## config.mk

```make
export PLATFORM = sky130hd
export DESIGN_NAME = exec_pipe_ctrl_flat
export DESIGN_NICKNAME = d
export VERILOG_FILES = /design/src/rtl/exec_pipe_ctrl_if.sv /design/src/rtl/exec_pipe_ctrl.sv /design/src/flat_wrapper.sv
export SDC_FILE = /design/constraint.sdc
export NUM_CORES = 1
export LEC_CHECK = 0
export ABC_AREA = 1
export BUFFER_PORTS_ARGS = -buffer_cell sky130_fd_sc_hd__buf_2
export CELL_PAD_IN_SITES_DETAIL_PLACEMENT = 0
export CELL_PAD_IN_SITES_GLOBAL_PLACEMENT = 2
export CORE_UTILIZATION = 26
export CTS_BUF_LIST = sky130_fd_sc_hd__clkbuf_8
export DETAILED_ROUTE_END_ITERATION = 8
export PLACE_DENSITY = 0.81
export SLEW_MARGIN = 20
export SYNTH_ARGS = -nofsm -noshare
export SYNTH_HDL_FRONTEND = slang
export SYNTH_SLANG_ARGS = --single-unit
```

## constraint.sdc

```tcl
create_clock -name clk -period 4.1 [get_ports clk]
set_clock_uncertainty 0.05 [all_clocks]
set_input_delay 0.82 -clock clk [delete_from_list [all_inputs] [get_ports clk]]
set_output_delay 0.82 -clock clk [all_outputs]
set_load 0.01 [all_outputs]
```

## src/rtl/exec_pipe_ctrl_if.sv

```systemverilog
// Handshake bundle between the Execute/Decode datapath and the pipeline
// sequencing controller.
interface exec_pipe_ctrl_if #(
  parameter int unsigned PC_SIZE   = 64,
  parameter int unsigned CNT_WIDTH = 32
);
  logic                 ex_valid;
  logic                 ex_ready;
  logic                 ex_is_branch;
  logic                 ex_taken;
  logic                 ex_a;
  logic [3:0]           ex_cond;
  logic [PC_SIZE-1:0]   ex_target;
  logic                 ex_is_load;
  logic [4:0]           ex_rd;
  logic                 id_valid;
  logic [4:0]           id_rs1;
  logic [4:0]           id_rs2;
  logic                 id_uses_rs2;

  logic                 if_stall;
  logic                 id_stall;
  logic                 ex_bubble;
  logic                 annul_slot;
  logic                 redirect;
  logic [PC_SIZE-1:0]   redirect_pc;
  logic [CNT_WIDTH-1:0] stall_cnt;
  logic [CNT_WIDTH-1:0] flush_cnt;

  // Datapath side: supplies pipeline status, consumes controls.
  modport master (
    output ex_valid, ex_ready, ex_is_branch, ex_taken, ex_a, ex_cond, ex_target,
           ex_is_load, ex_rd, id_valid, id_rs1, id_rs2, id_uses_rs2,
    input  if_stall, id_stall, ex_bubble, annul_slot, redirect, redirect_pc,
           stall_cnt, flush_cnt
  );

  // Controller side.
  modport slave (
    input  ex_valid, ex_ready, ex_is_branch, ex_taken, ex_a, ex_cond, ex_target,
           ex_is_load, ex_rd, id_valid, id_rs1, id_rs2, id_uses_rs2,
    output if_stall, id_stall, ex_bubble, annul_slot, redirect, redirect_pc,
           stall_cnt, flush_cnt
  );
endinterface

```

## src/rtl/exec_pipe_ctrl.sv

```systemverilog
// Pipeline sequencing controller around Execute: memory-wait stalls, load-use
// bubbles, taken-branch redirects, delay-slot annulment and perf counters.
module exec_pipe_ctrl #(
  parameter int unsigned PC_SIZE   = 64,
  parameter int unsigned CNT_WIDTH = 32
) (
  input logic              clk,
  input logic              reset,
  exec_pipe_ctrl_if.slave  bus
);

  localparam logic [3:0] COND_BA = 4'b1000;

  typedef enum logic [1:0] {
    RUN       = 2'd0,
    MEM_WAIT  = 2'd1,
    LD_BUBBLE = 2'd2,
    REDIRECT  = 2'd3
  } state_e;

  state_e               state_q, state_d;
  logic                 redirect_q;
  logic [PC_SIZE-1:0]   redirect_pc_q, redirect_pc_d;
  logic [CNT_WIDTH-1:0] stall_cnt_q, flush_cnt_q;

  logic memwait, take, annul, lduse, ex_fire;
  logic if_stall_c, id_stall_c, ex_bubble_c, annul_slot_c;

  assign ex_fire = bus.ex_valid & bus.ex_ready;
  assign memwait = bus.ex_valid & ~bus.ex_ready;
  assign take    = ex_fire & bus.ex_is_branch & bus.ex_taken;
  assign annul   = ex_fire & bus.ex_is_branch & bus.ex_a &
                   (~bus.ex_taken | (bus.ex_cond == COND_BA));
  assign lduse   = ex_fire & bus.ex_is_load & (bus.ex_rd != 5'd0) & bus.id_valid &
                   ((bus.id_rs1 == bus.ex_rd) |
                    (bus.id_uses_rs2 & (bus.id_rs2 == bus.ex_rd)));

  // Next-state and same-cycle control decode.
  always_comb begin
    state_d       = state_q;
    redirect_pc_d = redirect_pc_q;
    if_stall_c    = 1'b0;
    id_stall_c    = 1'b0;
    ex_bubble_c   = 1'b0;
    annul_slot_c  = 1'b0;
    unique case (state_q)
      RUN: begin
        annul_slot_c = annul;
        if (memwait) begin
          if_stall_c = 1'b1;
          id_stall_c = 1'b1;
          state_d    = MEM_WAIT;
        end else if (take) begin
          redirect_pc_d = bus.ex_target;
          state_d       = REDIRECT;
        end else if (lduse) begin
          if_stall_c  = 1'b1;
          id_stall_c  = 1'b1;
          ex_bubble_c = 1'b1;
          state_d     = LD_BUBBLE;
        end
      end
      MEM_WAIT: begin
        if (!bus.ex_ready) begin
          if_stall_c = 1'b1;
          id_stall_c = 1'b1;
        end else begin
          state_d = RUN;
        end
      end
      LD_BUBBLE: state_d = RUN;
      REDIRECT: begin
        // Hold Fetch so the wrong-path fetch issued alongside the redirect is dropped.
        if_stall_c = 1'b1;
        if (memwait) begin
          id_stall_c = 1'b1;
          state_d    = MEM_WAIT;
        end else begin
          state_d = RUN;
        end
      end
      default: state_d = RUN;
    endcase
  end

  always_ff @(posedge clk or posedge reset) begin
    if (reset) begin
      state_q       <= RUN;
      redirect_q    <= 1'b0;
      redirect_pc_q <= '0;
      stall_cnt_q   <= '0;
      flush_cnt_q   <= '0;
    end else begin
      state_q       <= state_d;
      redirect_q    <= (state_d == REDIRECT);
      redirect_pc_q <= redirect_pc_d;
      stall_cnt_q   <= stall_cnt_q + CNT_WIDTH'(if_stall_c);
      flush_cnt_q   <= flush_cnt_q + CNT_WIDTH'(redirect_q);
    end
  end

  assign bus.if_stall    = if_stall_c;
  assign bus.id_stall    = id_stall_c;
  assign bus.ex_bubble   = ex_bubble_c;
  assign bus.annul_slot  = annul_slot_c;
  assign bus.redirect    = redirect_q;
  assign bus.redirect_pc = redirect_pc_q;
  assign bus.stall_cnt   = stall_cnt_q;
  assign bus.flush_cnt   = flush_cnt_q;

endmodule

```

## src/flat_wrapper.sv

```systemverilog
// flat-port wrapper written by rule: the top's interface ports become plain ports
module exec_pipe_ctrl_flat 
#(
  parameter int unsigned PC_SIZE   = 64,
  parameter int unsigned CNT_WIDTH = 32
)
  (clk, reset, bus_ex_valid, bus_ex_ready, bus_ex_is_branch, bus_ex_taken, bus_ex_a, bus_ex_cond, bus_ex_target, bus_ex_is_load, bus_ex_rd, bus_id_valid, bus_id_rs1, bus_id_rs2, bus_id_uses_rs2, bus_if_stall, bus_id_stall, bus_ex_bubble, bus_annul_slot, bus_redirect, bus_redirect_pc, bus_stall_cnt, bus_flush_cnt);
  exec_pipe_ctrl_if #(.PC_SIZE(PC_SIZE), .CNT_WIDTH(CNT_WIDTH)) bus_i ();
  input logic clk;
  input logic reset;
  input wire logic [$bits(bus_i.ex_valid)-1:0] bus_ex_valid;
  input wire logic [$bits(bus_i.ex_ready)-1:0] bus_ex_ready;
  input wire logic [$bits(bus_i.ex_is_branch)-1:0] bus_ex_is_branch;
  input wire logic [$bits(bus_i.ex_taken)-1:0] bus_ex_taken;
  input wire logic [$bits(bus_i.ex_a)-1:0] bus_ex_a;
  input wire logic [$bits(bus_i.ex_cond)-1:0] bus_ex_cond;
  input wire logic [$bits(bus_i.ex_target)-1:0] bus_ex_target;
  input wire logic [$bits(bus_i.ex_is_load)-1:0] bus_ex_is_load;
  input wire logic [$bits(bus_i.ex_rd)-1:0] bus_ex_rd;
  input wire logic [$bits(bus_i.id_valid)-1:0] bus_id_valid;
  input wire logic [$bits(bus_i.id_rs1)-1:0] bus_id_rs1;
  input wire logic [$bits(bus_i.id_rs2)-1:0] bus_id_rs2;
  input wire logic [$bits(bus_i.id_uses_rs2)-1:0] bus_id_uses_rs2;
  output wire logic [$bits(bus_i.if_stall)-1:0] bus_if_stall;
  output wire logic [$bits(bus_i.id_stall)-1:0] bus_id_stall;
  output wire logic [$bits(bus_i.ex_bubble)-1:0] bus_ex_bubble;
  output wire logic [$bits(bus_i.annul_slot)-1:0] bus_annul_slot;
  output wire logic [$bits(bus_i.redirect)-1:0] bus_redirect;
  output wire logic [$bits(bus_i.redirect_pc)-1:0] bus_redirect_pc;
  output wire logic [$bits(bus_i.stall_cnt)-1:0] bus_stall_cnt;
  output wire logic [$bits(bus_i.flush_cnt)-1:0] bus_flush_cnt;
  assign bus_i.ex_valid = bus_ex_valid;
  assign bus_i.ex_ready = bus_ex_ready;
  assign bus_i.ex_is_branch = bus_ex_is_branch;
  assign bus_i.ex_taken = bus_ex_taken;
  assign bus_i.ex_a = bus_ex_a;
  assign bus_i.ex_cond = bus_ex_cond;
  assign bus_i.ex_target = bus_ex_target;
  assign bus_i.ex_is_load = bus_ex_is_load;
  assign bus_i.ex_rd = bus_ex_rd;
  assign bus_i.id_valid = bus_id_valid;
  assign bus_i.id_rs1 = bus_id_rs1;
  assign bus_i.id_rs2 = bus_id_rs2;
  assign bus_i.id_uses_rs2 = bus_id_uses_rs2;
  assign bus_if_stall = bus_i.if_stall;
  assign bus_id_stall = bus_i.id_stall;
  assign bus_ex_bubble = bus_i.ex_bubble;
  assign bus_annul_slot = bus_i.annul_slot;
  assign bus_redirect = bus_i.redirect;
  assign bus_redirect_pc = bus_i.redirect_pc;
  assign bus_stall_cnt = bus_i.stall_cnt;
  assign bus_flush_cnt = bus_i.flush_cnt;
  exec_pipe_ctrl #(.PC_SIZE(PC_SIZE), .CNT_WIDTH(CNT_WIDTH)) u_core (.clk(clk), .reset(reset), .bus(bus_i));
endmodule
```

==> out/qor.csv, run 1 <==
metric,value,unit
setup_viol,0,
period_minus_slack,2.76,ns
synth.most_common_cell,nand2_1,
cts_resized,0,
fillers,2421,
reg2reg_slack,1.84,ns
slew_headroom,0.501,
hold_path_class,reg -> reg,
crit_top_cell,nand2_1,
path_cells,"buf_2, inv_1, nand2_1, nand2_1, nor2_1, nand3_1, nand2_1, nand3_1, nand2_1, nand2_1, nand2_1, buf_2",
grt_max_degree,69,
topRoutingLayerUsed,met5,
finalWirelength,17.5,mm
syn_area,6070,µm²
netlist_instances,717,
cts_hold_buf,0,
area_growth,31.1,%
utilization,0.349,
cts_tree,done,
vias_per_cell,4.16,
drc_errors,0,
arrival,1.89,ns
cts_made_buffers,17,
drv_slew,0,
fp.dieArea,24000,µm²
track_usage,0.153,
netlist_top_cells_count,"nand2_1 (307), dfrtp_1 (131), inv_1 (66)",
end_kind,primary output,
synth_top_area_cell,dfrtp_1,
synth_area_per_cell,8.47,µm²
drt_iter0_drc,219,
synthesis.nets,815,
dp_hpwl,13.0,mm
cp_slowest_stage_delay,0.16,ns
post-route-period-util,0.673,
synthArstFlopShare,1.00,
crit_required,3.23,ns
antenna_found_initial,2,
max_freq,0.362,GHz
final-hold-violation-count,0,
netlist-cell-type-count,29,
drive_gt1_frac,0.288,
cts_setup_buffers,0,
cpMaxStageDelayCell,buf_2,
ys_top_cells_by_area,"dfrtp_1 (54%), nand2_1 (19%), xor2_1 (5.3%)",
ys.flop_type,dfrtp_1,
clock_latency,0.44,ns
initial_core_util,0.266,
drtPass1Iterations,4,
startpoint_type,input port,
die_y,155,µm
clk_path_buf_depth,2,
crit_type,in -> out,
first_global_vias,5308,
path_delay_family,simple AND/OR/NAND/NOR gates,
grt_first_pass_wirelength,28.4,mm
cts.sinks,131,
final_cells,1279,
cts.htree.levels,4,
dpl.cell_count,1246,
setup_tns,0,ns
synth_top_area_share,0.540,
synth-seq-cells,131,
clk_pin_slew,0.09,ns
portBuffers,225,
status,completed,
whs,0.418,ns
die_x,155,µm
crit_buf_inv,3,
grt-ovfl-total,0,
root_buffer,clkbuf_8,
antenna_left,0,
peakVddDrop,0.198,mV
critical_path.max_fanout,3,
wl_met3,1.18,mm
power.leakage,4.51,nW
vias,5319,
synth_edf_count,0,
grt_setup_unrepaired,false,
design.core.area,22800,µm²
wl_met1,8.11,mm
yosys_warnings,0,
final_nets,1050,
place_congestion,0.816,
row_count,55,
io_pins,226,
p_per_area,445,nW/µm²
wl_met2,7.98,mm
seq_area_frac_synth,0.540,
wl_per_cell,13.7,µm
tightest_slew,0.749,ns
max-cap-violations,0,
## stage by stage
step	worst slack [ns]	area [µm²]	power (mW)
after floorplan	1.24	6070	2.05
after global routing	1.02	7950	3.79
after global placement	0.909	7540	2.43
after CTS	1.33	7950	3.63
final	1.34	7960	3.54
after detailed placement	0.868	7540	2.44
## layout make-up
| cell class | count | area (µm²) | area share |
|---|---|---|---|
| Clock inverter | 13 | 153 | 0.0192 |
| Multi-Input combinational cell | 506 | 2450 | 0.307 |
| Tap cell | 313 | 392 | 0.0492 |
| Inverter | 67 | 255 | 0.0321 |
| Clock buffer | 19 | 262 | 0.0329 |
| Sequential cell | 131 | 3280 | 0.412 |
| Timing Repair Buffer | 229 | 1170 | 0.147 |
| Antenna cell | 1 | 2.50 | 0.000315 |
## cells by family (layout without fill, tap and decap cells)
logic type | after synthesis | after routing | synth area share
AND/OR/NAND/NOR | 438 | 438 | 0.304
other | 0 | 1 | 0
AO/OA/AOI/OAI | 7 | 7 | 0.00722
XOR/XNOR | 56 | 56 | 0.0808
adder cells (fa/ha/maj) | 5 | 5 | 0.0103
flip-flops | 131 | 131 | 0.540
buffers and inverters | 80 | 328 | 0.0577
## path summary, 6_finish.rpt
check | from | end | cells past startpoint
worst max-delay path | bus_ex_rd[3] | bus_if_stall | 12
worst min-delay path | u_core.bus.redirect_pc[2] | u_core.bus.redirect_pc[2] | 2
worst max register to register | u_core.state_q[1] | u_core.bus.stall_cnt[30] | 13
worst min register to register | u_core.bus.redirect_pc[2] | u_core.bus.redirect_pc[2] | 2
max in group asynchronous | reset | u_core.bus.redirect_pc[60] | 3
min in group asynchronous | reset | u_core.bus.stall_cnt[23] | 2
## layout by cell type (no fill, tap or decap)
| cell | count |
|---|---|
| nand3_4 | 1 |
| nor4_1 | 1 |
| dfrtp_1 | 131 |
| nor2_2 | 3 |
| buf_2 | 225 |
| inv_2 | 1 |
| buf_12 | 1 |
| inv_1 | 66 |
| nand2_1 | 307 |
| clkinvlp_4 | 2 |
| o21bai_1 | 1 |
| nor3_2 | 3 |
| inv_6 | 2 |
| a31oi_1 | 1 |
| nor3_4 | 1 |
| nand2_2 | 3 |
| ha_1 | 5 |
| nor3b_1 | 1 |
| nand3b_1 | 1 |
| o211ai_1 | 1 |
| clkbuf_8 | 19 |
| xnor2_1 | 19 |
| diode_2 | 1 |
| o31ai_1 | 1 |
| nor3_1 | 21 |
| nand4_1 | 17 |
| clkinv_4 | 6 |
| nor2_4 | 4 |
| bufinv_16 | 2 |
| xor2_1 | 37 |
| nor2_1 | 51 |
| inv_8 | 1 |
| nand3_1 | 23 |
| buf_4 | 3 |
| o21ai_0 | 3 |
| nand2_4 | 1 |
## report_power, final
group          switching, mW  internal [mW]
Combinational          0.418          0.301
Clock                  0.569          0.585
Sequential             0.140           1.53
Total                   1.13           2.41
## metal layers
layer / GRT usage / up-vias
met5: 0 / -
met4: 0.0429 / 2
met3: 0.0527 / 18
met2: 0.242 / 162
met1: 0.196 / 2448
li1: - / 2689
## worst register-to-register path, cell delays in order, from the launching register on
cell	delay (ns)
dfrtp_1	0.39
nor2_1	0.19
nand2_1	0.10
nand2_1	0.13
ha_1	0.17
ha_1	0.17
inv_1	0.06
nor2_2	0.14
nand2_2	0.11
nor2_4	0.15
nand3_1	0.14
nor2_2	0.15
nand2_1	0.08
xor2_1	0.14
## sequential cells by signal, summed over array words and instances, names as in the netlist
signal,count
u_core.bus.redirect_pc,64
u_core.bus.flush_cnt,32
u_core.state_q,2
u_core.bus.redirect,1
u_core.bus.stall_cnt,32
Note: power is estimated with default switching activity, not from simulation.
==> run 2, diff against run 1 <==
==> constraint.sdc (replaced) <==
create_clock -name clk -period 2.4 [get_ports clk]
set_clock_uncertainty 0.05 [all_clocks]
set_input_delay 0.48 -clock clk [delete_from_list [all_inputs] [get_ports clk]]
set_output_delay 0.48 -clock clk [all_outputs]
set_load 0.01 [all_outputs]
==> out/qor.csv, run 2 (synthesis gave the netlist of run 1 again) <==
metric,value,unit,change
hold_path_class,in -> async,,
cts.sinks,131,,unchanged
grt_max_degree,132,,+91%
max_freq,0.461,GHz,
io_pins,226,,unchanged
place_ws,-0.361,ns,-1.23 ns
status,completed,,
fin_ws,0.231,ns,-1.11 ns
antenna_found_initial,0,,-2
fp.dieArea,24000,µm²,unchanged
grt_first_pass_wirelength,28.1,mm,-1.0%
finalWirelength,17.4,mm,-0.61%
tightest_slew,0.777,ns,+0.0287 ns
cts_made_buffers,17,,unchanged
crit_required,2.68,ns,-0.55 ns
cts.htree.levels,4,,unchanged
drc_errors,0,,unchanged
cpMaxStageDelayCell,xor2_1,,
root_buffer,clkbuf_8,,
drt_iter0_drc,180,,-18%
antennaDiodeCount,0,,-1
clk_pin_slew,0.09,ns,about the same
row_count,55,,unchanged
post-route-period-util,0.904,,
multiInputGateArea,2500,µm²,+2.0%
largest_register_ffs,64,,unchanged
drtPass1Iterations,4,,unchanged
antenna_left,0,,unchanged
period_minus_slack,2.17,ns,
initial_core_util,0.266,,unchanged
die_x,155,µm,unchanged
critical_path.max_fanout,4,,+1
fillers,2476,,+2.3%
first_global_vias,5354,,+0.87%
drive_gt1_frac,0.318,,+0.0300
path_cells,"buf_4, inv_12, nand2_1, nand2_1, nor2_1, nand3_1, nand2_1, nand3_1, nand2_1, nand2_1, nand2_2, ha_4, ha_4, inv_2, nor2_4, nand2_2, nor2_4, nand3_2, nor2_2, nand2_1, xor2_1",,
setup_tns,0,ns,unchanged
reg2reg_slack,0.37,ns,-1.47 ns
portBuffers,225,,unchanged
max-cap-violations,0,,unchanged
final-hold-violation-count,0,,unchanged
vias_per_cell,4.09,,-1.8%
crit_type,in -> reg,,
final_nets,1069,,+1.8%
total_power,6.01,mW,+70%
wl_per_cell,13.4,µm,-2.0%
end_kind,flop,,
place_congestion,0.849,,+4.0%
dp_hpwl,12.7,mm,-2.3%
layout_common_cells,"nand2_1 (304), buf_2 (224), dfrtp_1 (131)",,
vias,5299,,-0.38%
cts_hold_buf,0,,unchanged
arrival,2.45,ns,+0.56 ns
track_usage,0.152,,-0.00102
grt_setup_unrepaired,false,,
clock_latency,0.44,ns,about the same
die_y,155,µm,unchanged
design.core.area,22800,µm²,unchanged
drv_slew,0,,unchanged
p_per_area,736,nW/µm²,+65%
cts_tree,done,,
area_growth,34.4,%,
crit_top_cell,nand2_1,,
startpoint_type,input port,,
power.leakage,4.58,nW,+1.7%
grt-ovfl-total,0,,unchanged
slew_headroom,0.482,,-0.0191
clk_path_buf_depth,2,,unchanged
peakVddDrop,0.299,mV,+51%
regArea,3280,µm²,unchanged
cp_slowest_stage_delay,0.15,ns,about the same
mostFrequentLayoutCell,nand2_1,,
setup_viol,0,,unchanged
==> run 2: changes by cell type in the layout (fill, tap and decap cells not counted), moves of 4 or more <==
cell,delta
clkinv_4,-6
inv_2,+4
inv_1,-7
buf_4,+18
==> run 2: where the power goes <==
group          leakage, nW  internal [mW]  switching, mW  total, mW
clock network        0.192          0.892          0.984       1.88
registers             1.71           2.61          0.251       2.86
logic                 2.68          0.539          0.730       1.27
==> run 2: routing by layer <==
| layer | wire [µm] | part of all wire | vias to the layer above | track usage |
|---|---|---|---|---|
| met5 | 0 | 0 | - | 0 |
| met4 | 203 | 0.012 | 0 | 0.0471 |
| met3 | 1060 | 0.061 | 15 | 0.0426 |
| met2 | 8050 | 0.46 | 155 | 0.245 |
| met1 | 8070 | 0.46 | 2413 | 0.196 |
| li1 | - | - | 2716 | - |
==> run 2: final timing paths <==
check,startpoint,cells after the start,endpoint
max,bus_ex_rd[1],21,u_core.bus.stall_cnt[30]
min,reset,3,u_core.bus.redirect_pc[51]
max reg2reg,u_core.state_q[1],13,u_core.bus.stall_cnt[30]
min reg2reg,u_core.bus.redirect_pc[46],2,u_core.bus.redirect_pc[46]
max in group asynchronous,reset,3,u_core.bus.redirect_pc[34]
min in group clk,bus_ex_target[10],3,u_core.bus.redirect_pc[10]
==> run 2: area by class of cell <==
cell class / count / area share
Inverter: 67 / 0.0331
Timing Repair Buffer: 248 / 0.164
Multi-Input combinational cell: 506 / 0.306
Sequential cell: 131 / 0.402
Tap cell: 313 / 0.0480
Clock inverter: 13 / 0.0150
Clock buffer: 19 / 0.0321
==> run 2: critical path, delay by kind of cell <==
family / cells / cell delay (ns)
xor gates and xnor gates: 1 / 0.15
adders and majority gates: 2 / 0.27
buffers and inverters: 3 / 0.21
and+or+nand+nor: 15 / 1.34
==> run 2: stage by stage <==
| step | std cells | util | hold slack, ns | cell area (µm²) |
|---|---|---|---|---|
| final | 1297 | 0.358 | 0.157 | 8160 |
| after global routing | 1297 | 0.358 | 0.153 | 8160 |
| after floorplan | 717 | - | 0.457 | 6130 |
| after detailed placement | 1265 | 0.341 | 0.403 | 7760 |
| after global placement | 1265 | 0.341 | 0.399 | 7760 |
| after CTS | 1297 | 0.358 | 0.139 | 8150 |
==> run 2: what timing repair did <==
action	CTS	global route
endpoints found under the setup margin	0	12
setup buffers	0	0
resized for setup	0	6
